===== config.mk =====
export PLATFORM = sky130hd
export DESIGN_NAME = braille_digit_scroller
export DESIGN_NICKNAME = d
export VERILOG_FILES = /design/src/rtl/braille_digit_scroller.sv
export SDC_FILE = /design/constraint.sdc
export NUM_CORES = 1
export LEC_CHECK = 0
export ABC_AREA = 1
export CAP_MARGIN = 15
export CORE_ASPECT_RATIO = 1.25
export CORE_UTILIZATION = 55
export CTS_CLUSTER_SIZE = 16
export DETAILED_ROUTE_END_ITERATION = 12
export PLACE_DENSITY = 0.75
export SLEW_MARGIN = 30
export SYNTH_ARGS = -nofsm -noshare
export SYNTH_HDL_FRONTEND = slang
export SYNTH_SLANG_ARGS = --single-unit

===== constraint.sdc =====
create_clock -name clk -period 2.45 [get_ports clk]
set_input_delay 0.49 -clock clk [delete_from_list [all_inputs] [get_ports clk]]
set_output_delay 0.49 -clock clk [all_outputs]
set_load 0.05 [all_outputs]

===== src/rtl/braille_digit_scroller.sv =====
// Braille numeral capture buffer with debounced commit and a time-multiplexed
// 7-segment display showing the newest DIGITS entries (entry 0 rightmost).
module braille_digit_scroller #(
  parameter int DIGITS   = 2,
  parameter int DEPTH    = 8,
  parameter int DEBOUNCE = 4,
  parameter int SCAN_DIV = 1024
) (
  input  logic                         clk,
  input  logic                         rst,
  input  logic [5:0]                   dots,
  input  logic                         commit,
  input  logic                         clear,
  output logic [6:0]                   seg,
  output logic [DIGITS-1:0]            an,
  output logic [$clog2(DEPTH+1)-1:0]   count,
  output logic                         full,
  output logic                         err
);

  localparam int CW = $clog2(DEPTH + 1);
  localparam int IW = (DIGITS > 1) ? $clog2(DIGITS) : 1;
  localparam int DW = $clog2(DEBOUNCE + 1);
  localparam int SW = (SCAN_DIV > 1) ? $clog2(SCAN_DIV) : 1;

  typedef enum logic [1:0] {IDLE = 2'd0, COUNT = 2'd1, HELD = 2'd2} state_t;

  // Returns {valid, code}; code 4'hF is the blank/space cell.
  function automatic logic [4:0] decode_dots(input logic [5:0] d);
    case (d)
      6'h01:   return {1'b1, 4'd1};
      6'h03:   return {1'b1, 4'd2};
      6'h09:   return {1'b1, 4'd3};
      6'h19:   return {1'b1, 4'd4};
      6'h11:   return {1'b1, 4'd5};
      6'h0B:   return {1'b1, 4'd6};
      6'h1B:   return {1'b1, 4'd7};
      6'h13:   return {1'b1, 4'd8};
      6'h0A:   return {1'b1, 4'd9};
      6'h1A:   return {1'b1, 4'd0};
      6'h00:   return {1'b1, 4'hF};
      default: return {1'b0, 4'hF};
    endcase
  endfunction

  function automatic logic [6:0] seg_pattern(input logic [3:0] c);
    case (c)
      4'd0:    return 7'h7E;
      4'd1:    return 7'h30;
      4'd2:    return 7'h6D;
      4'd3:    return 7'h79;
      4'd4:    return 7'h33;
      4'd5:    return 7'h5B;
      4'd6:    return 7'h5F;
      4'd7:    return 7'h70;
      4'd8:    return 7'h7F;
      4'd9:    return 7'h7B;
      default: return 7'h00;
    endcase
  endfunction

  logic [5:0]          dots_s1_r, dots_s2_r;
  logic                commit_s1_r, commit_s2_r;
  logic                clear_s1_r, clear_s2_r;
  state_t              state_r;
  logic [DW-1:0]       deb_cnt_r;
  logic                push_s;
  logic [4:0]          dec_s;
  logic [3:0]          entry_r [DEPTH];
  logic [CW-1:0]       count_r;
  logic                full_r;
  logic                err_r;
  logic [SW-1:0]       scan_cnt_r, scan_nxt_s;
  logic [IW-1:0]       idx_r, idx_nxt_s;
  logic [3:0]          sel_code_s;
  logic [6:0]          seg_r, seg_nxt_s;
  logic [DIGITS-1:0]   an_r;

  // Two-flop synchronisers for all asynchronous inputs.
  always_ff @(posedge clk or posedge rst) begin
    if (rst) begin
      dots_s1_r   <= 6'h00;
      dots_s2_r   <= 6'h00;
      commit_s1_r <= 1'b0;
      commit_s2_r <= 1'b0;
      clear_s1_r  <= 1'b0;
      clear_s2_r  <= 1'b0;
    end else begin
      dots_s1_r   <= dots;
      dots_s2_r   <= dots_s1_r;
      commit_s1_r <= commit;
      commit_s2_r <= commit_s1_r;
      clear_s1_r  <= clear;
      clear_s2_r  <= clear_s1_r;
    end
  end

  // Push fires on the edge the FSM leaves COUNT for HELD.
  always_comb begin
    push_s = (state_r == COUNT) && commit_s2_r && (deb_cnt_r == DW'(DEBOUNCE));
    dec_s  = decode_dots(dots_s2_r);
  end

  // Commit debounce FSM: one push per press.
  always_ff @(posedge clk or posedge rst) begin
    if (rst) begin
      state_r   <= IDLE;
      deb_cnt_r <= '0;
    end else if (clear_s2_r) begin
      state_r   <= IDLE;
      deb_cnt_r <= '0;
    end else begin
      case (state_r)
        IDLE: begin
          if (commit_s2_r) begin
            state_r   <= COUNT;
            deb_cnt_r <= DW'(1'b1);
          end else begin
            deb_cnt_r <= '0;
          end
        end
        COUNT: begin
          if (!commit_s2_r) begin
            state_r   <= IDLE;
            deb_cnt_r <= '0;
          end else if (deb_cnt_r == DW'(DEBOUNCE)) begin
            state_r <= HELD;
          end else begin
            deb_cnt_r <= deb_cnt_r + DW'(1'b1);
          end
        end
        HELD: begin
          if (!commit_s2_r) begin
            state_r   <= IDLE;
            deb_cnt_r <= '0;
          end
        end
        default: begin
          state_r   <= IDLE;
          deb_cnt_r <= '0;
        end
      endcase
    end
  end

  // Shift buffer, occupancy and sticky error; clear overrides a push.
  always_ff @(posedge clk or posedge rst) begin
    if (rst) begin
      for (int k = 0; k < DEPTH; k++) entry_r[k] <= 4'hF;
      count_r <= '0;
      full_r  <= 1'b0;
      err_r   <= 1'b0;
    end else if (clear_s2_r) begin
      for (int k = 0; k < DEPTH; k++) entry_r[k] <= 4'hF;
      count_r <= '0;
      full_r  <= 1'b0;
      err_r   <= 1'b0;
    end else if (push_s) begin
      if (!dec_s[4] || (count_r == CW'(DEPTH))) begin
        err_r <= 1'b1;
      end else begin
        entry_r[0] <= dec_s[3:0];
        for (int k = 1; k < DEPTH; k++) entry_r[k] <= entry_r[k-1];
        count_r <= count_r + CW'(1'b1);
        full_r  <= ((count_r + CW'(1'b1)) == CW'(DEPTH));
      end
    end
  end

  // Next scan position and the segment pattern for that digit.
  always_comb begin
    if (scan_cnt_r == SW'(SCAN_DIV - 1)) begin
      scan_nxt_s = '0;
      if (idx_r == IW'(DIGITS - 1)) begin
        idx_nxt_s = '0;
      end else begin
        idx_nxt_s = idx_r + IW'(1'b1);
      end
    end else begin
      scan_nxt_s = scan_cnt_r + SW'(1'b1);
      idx_nxt_s  = idx_r;
    end
    sel_code_s = 4'hF;
    for (int k = 0; k < DIGITS; k++) begin
      if (idx_nxt_s == IW'(k)) begin
        sel_code_s = entry_r[k];
      end else begin
        sel_code_s = sel_code_s;
      end
    end
    if (32'(idx_nxt_s) < 32'(count_r)) begin
      seg_nxt_s = seg_pattern(sel_code_s);
    end else begin
      seg_nxt_s = 7'h00;
    end
  end

  // Registered scan state so seg and an move on the same edge.
  always_ff @(posedge clk or posedge rst) begin
    if (rst) begin
      scan_cnt_r <= '0;
      idx_r      <= '0;
      seg_r      <= 7'h00;
      an_r       <= DIGITS'(1'b1);
    end else begin
      scan_cnt_r <= scan_nxt_s;
      idx_r      <= idx_nxt_s;
      seg_r      <= seg_nxt_s;
      an_r       <= DIGITS'(1'b1) << idx_nxt_s;
    end
  end

  assign seg   = seg_r;
  assign an    = an_r;
  assign count = count_r;
  assign full  = full_r;
  assign err   = err_r;

endmodule

==> summary.txt <==
Antenna-violating nets left = 0
Rel. slew slack = 0.6428
Post-cts hold buffer count = 0
Clock power frac = 0.283
LEAKAGE = 1.548 nW
Layout cell share with drive strength beyond 1 = 0.1534
Maxcap violations = 0
FF+latch count, synth = 54
Reg-to-reg endpoint = seg[3]$_DFF_PP0_
Synth Warn # = 0
Syn_nets = 308
Worst path max stage delay = 0.40 ns
Combinational share of power = 0.168
Hold Path Depth = 0
Clock Pin Slew Worst Setup and Hold Paths = 0.09 ns
Core Footprint = 4730 um^2
Final worst slack = 0.3053 ns
Die Y = 80.25 um
Placer's final routability congestion estimate = 0.8548
Slew @ Worst Pin = 0.5351 ns
I/O pin count = 25
Post-DP HPWL = 3.537 mm
Largest net degree at the start of global routing = 30
Root Driver = clkbuf_8
Global-route usage over all layers = 0.2030
Crit path capture type = flip-flop
Initial drt markers = 85
CP max stage cell = dfrtp_1
Setup crit start = scan_cnt_r[0]$_DFF_PP0_
Max Clock Skew = 0.007142 ns
Clock sinks = 54
Average size of a mapped cell = 9.553 um^2
Net Sw Frac = 0.2819
Unrepaired setup endpoints after global routing = false
Worst r2r src = scan_cnt_r[0]$_DFF_PP0_
Residual DRC count = 0
Startpoint Class = flip-flop
Power Dens Cells = 569.7 nW/um^2
Final instance area = 3113 um^2
Post-Route Utilization = 0.6582
CTS tree = built
Vias in the first global route = 1,931
Global route overflow = 0
Cells after Synth = 282
Post-place setup slack = 0.3145 ns
Setup repair bufs after CTS = 0
Part of the cycle the worst path needs = 0.8754
Worst Hold Path EP = commit_s2_r$_DFF_PP0_
Crit Path Category = flip-flop to flip-flop
Die width = 64.60 um
Rows = 28
Area after DPL = 3018 um^2
CP Buf/Inv Count = 1
Max IR drop VDD = 0.4080 mV
Worst Hold Class = flip-flop to flip-flop
First-pass GRT wire length = 7.969 mm
Initial Util = 0.5696
Worst hold path startpoint = commit_s1_r$_DFF_PP0_
Post-synth EDFFs = 0
Final hold vios = 0
Ys async rst share = 1.000
Post-CTS Resized = 0
Prevailing post-synth register cell = dfrtp_1
Sequential area share after synthesis = 0.5058
Maximum net fanout on the critical path = 7
Status = finished, final reports clean
Vias per inst = 5.185
Clock latency on the worst-skew pair = 0.30 ns
Setup_tns = 0 ns
FF-to-FF setup slack = 0.31 ns
CTS Buf Count = 5
Max Root-Sink Buffers = 2
Nets = 338
Delay-heaviest family, CP = simple AND/OR/NAND/NOR gates
Hold WS = 0.3510 ns
Initial antenna violation count = 0
WL final = 4.571 mm
Detailed-route via count = 1,934
Ant. Diodes = 0
Die area = 5183 um^2
CP cell instances = ha_1 -> nand2_1 -> nor2_8 -> nand3_4 -> nand2_4 -> nand2_4 -> nand2_2 -> nand2_2 -> inv_1 -> ha_1 -> nor2_1 -> nor2_1 -> nor2_2
NetSw = 0.5000 mW
Port Buffers = 24
Max Fclk = 466.3 MHz
# setup viols final = 0
Min Tclk post-route = 2.145 ns
Cell internal pwr = 1.274 mW
Flop pwr share = 0.549
Critical path required time = 2.69 ns
P&R area growth vs syn = 15.56%
Routed len/inst = 12.25 um
Post-Syn Area = 2694 um^2
CP arrival = 2.39 ns
TritonRoute pass-1 iters = 4
Reg2reg path depth = 13
H-Tree Depth = 2
Max-slew violations = 0
Distinct cells, synth = 35
## layout by cell type, fill, tap and decap left out, drive strengths merged, types with 4 or more instances in the layout
cell / Yosys / routed
o211ai: 5 / 5
dfstp: 9 / 9
nand4: 5 / 5
xor2: 4 / 4
dfrtp: 45 / 45
a21oi: 9 / 9
inv: 43 / 43
clkbuf: 1 / 6
o21ai: 23 / 23
clkdlybuf4s50: 0 / 24
nor2: 23 / 23
ha: 16 / 16
nand3: 23 / 23
nand2: 58 / 58
## worst reg2reg max path, stage by stage, from the launching register on
cell and delay, ns:
dfrtp_1 0.40, ha_1 0.23, nand2_1 0.17, nor2_8 0.07
nand3_4 0.13, nand2_4 0.08, nand2_4 0.11, nand2_2 0.06
nand2_2 0.13, inv_1 0.08, ha_1 0.29, nor2_1 0.17
nor2_1 0.08, nor2_2 0.09
## Yosys cell counts, drive strengths merged, types with 2 or more instances
cell type	n	area (um^2)
nand2	58	267.8
dfrtp	45	1126
inv	43	161.4
nand3	23	137.6
nor2	23	133.9
o21ai	23	133.9
ha	16	200.2
a21oi	9	45.04
dfstp	9	236.5
nand4	5	46.29
o211ai	5	37.54
xor2	4	35.03
nor3	3	15.01
or2	3	18.77
buf	2	15.01
o31ai	2	15.01
xnor2	2	17.52
## registers in the layout (all words and copies together), names as in the netlist, 2 cells and up
signal and flops:
deb_cnt_r 3, dots_s1_r 6, dots_s2_r 6, scan_cnt_r 10, an 2, state_r 2, entry_r 8, count 4
seg 7
## final cells by class
cell class                 instances  area [um^2]
clock buffer                       6        82.58
clock inverter                     2        12.51
fill                             395         1617
inverter                          43        161.4
multi-input combinational        182         1151
sequential                        54         1363
tap                               60        75.07
timing repair buffer              26        267.8
## power by group through the flow
stage | clock network (mW) | registers, mW | logic [mW]
floorplan | 0 | 1.04 | 0.152
global placement | 0 | 0.988 | 0.294
detailed placement | 0 | 0.992 | 0.300
CTS | 0.519 | 0.974 | 0.301
global route | 0.547 | 0.980 | 0.331
finish | 0.502 | 0.974 | 0.298
## through the flow
| stage | cells | total power [mW] |
|---|---|---|
| floorplan | 282 | 1.196 |
| global placement | 365 | 1.282 |
| detailed placement | 365 | 1.291 |
| CTS | 373 | 1.794 |
| global route | 373 | 1.859 |
| finish | 373 | 1.774 |
## metal layers
layer,vias up,GRT usage,wire length [um]
met5,-,0,0
met4,0,0.08000,89
met3,8,0.03409,122
met2,37,0.4042,2568
met1,919,0.2039,1791
li1,970,-,-
## worst max path at each step
| stage | endpoint | slack (ns) | depth (start not counted) |
|---|---|---|---|
| final | seg[3]$_DFF_PP0_ | 0.31 | 13 |
| after global routing | seg[1]$_DFF_PP0_ | 0.07 | 15 |
| after CTS | seg[3]$_DFF_PP0_ | 0.29 | 13 |
| after detailed placement | seg[3]$_DFF_PP0_ | 0.31 | 12 |
| after global placement | seg[3]$_DFF_PP0_ | 0.37 | 13 |
| after floorplan | seg[3]$_DFF_PP0_ | 0.46 | 13 |
## cells by family after synthesis
group	share of synthesized area
AND/OR/NAND/NOR	0.2350
flip-flops	0.5058
buffers and inverters	0.06688
AO/OA/AOI/OAI	0.09847
adder cells (fa/ha/maj)	0.07431
XOR/XNOR	0.01951
(Power assumes the default switching activity.)
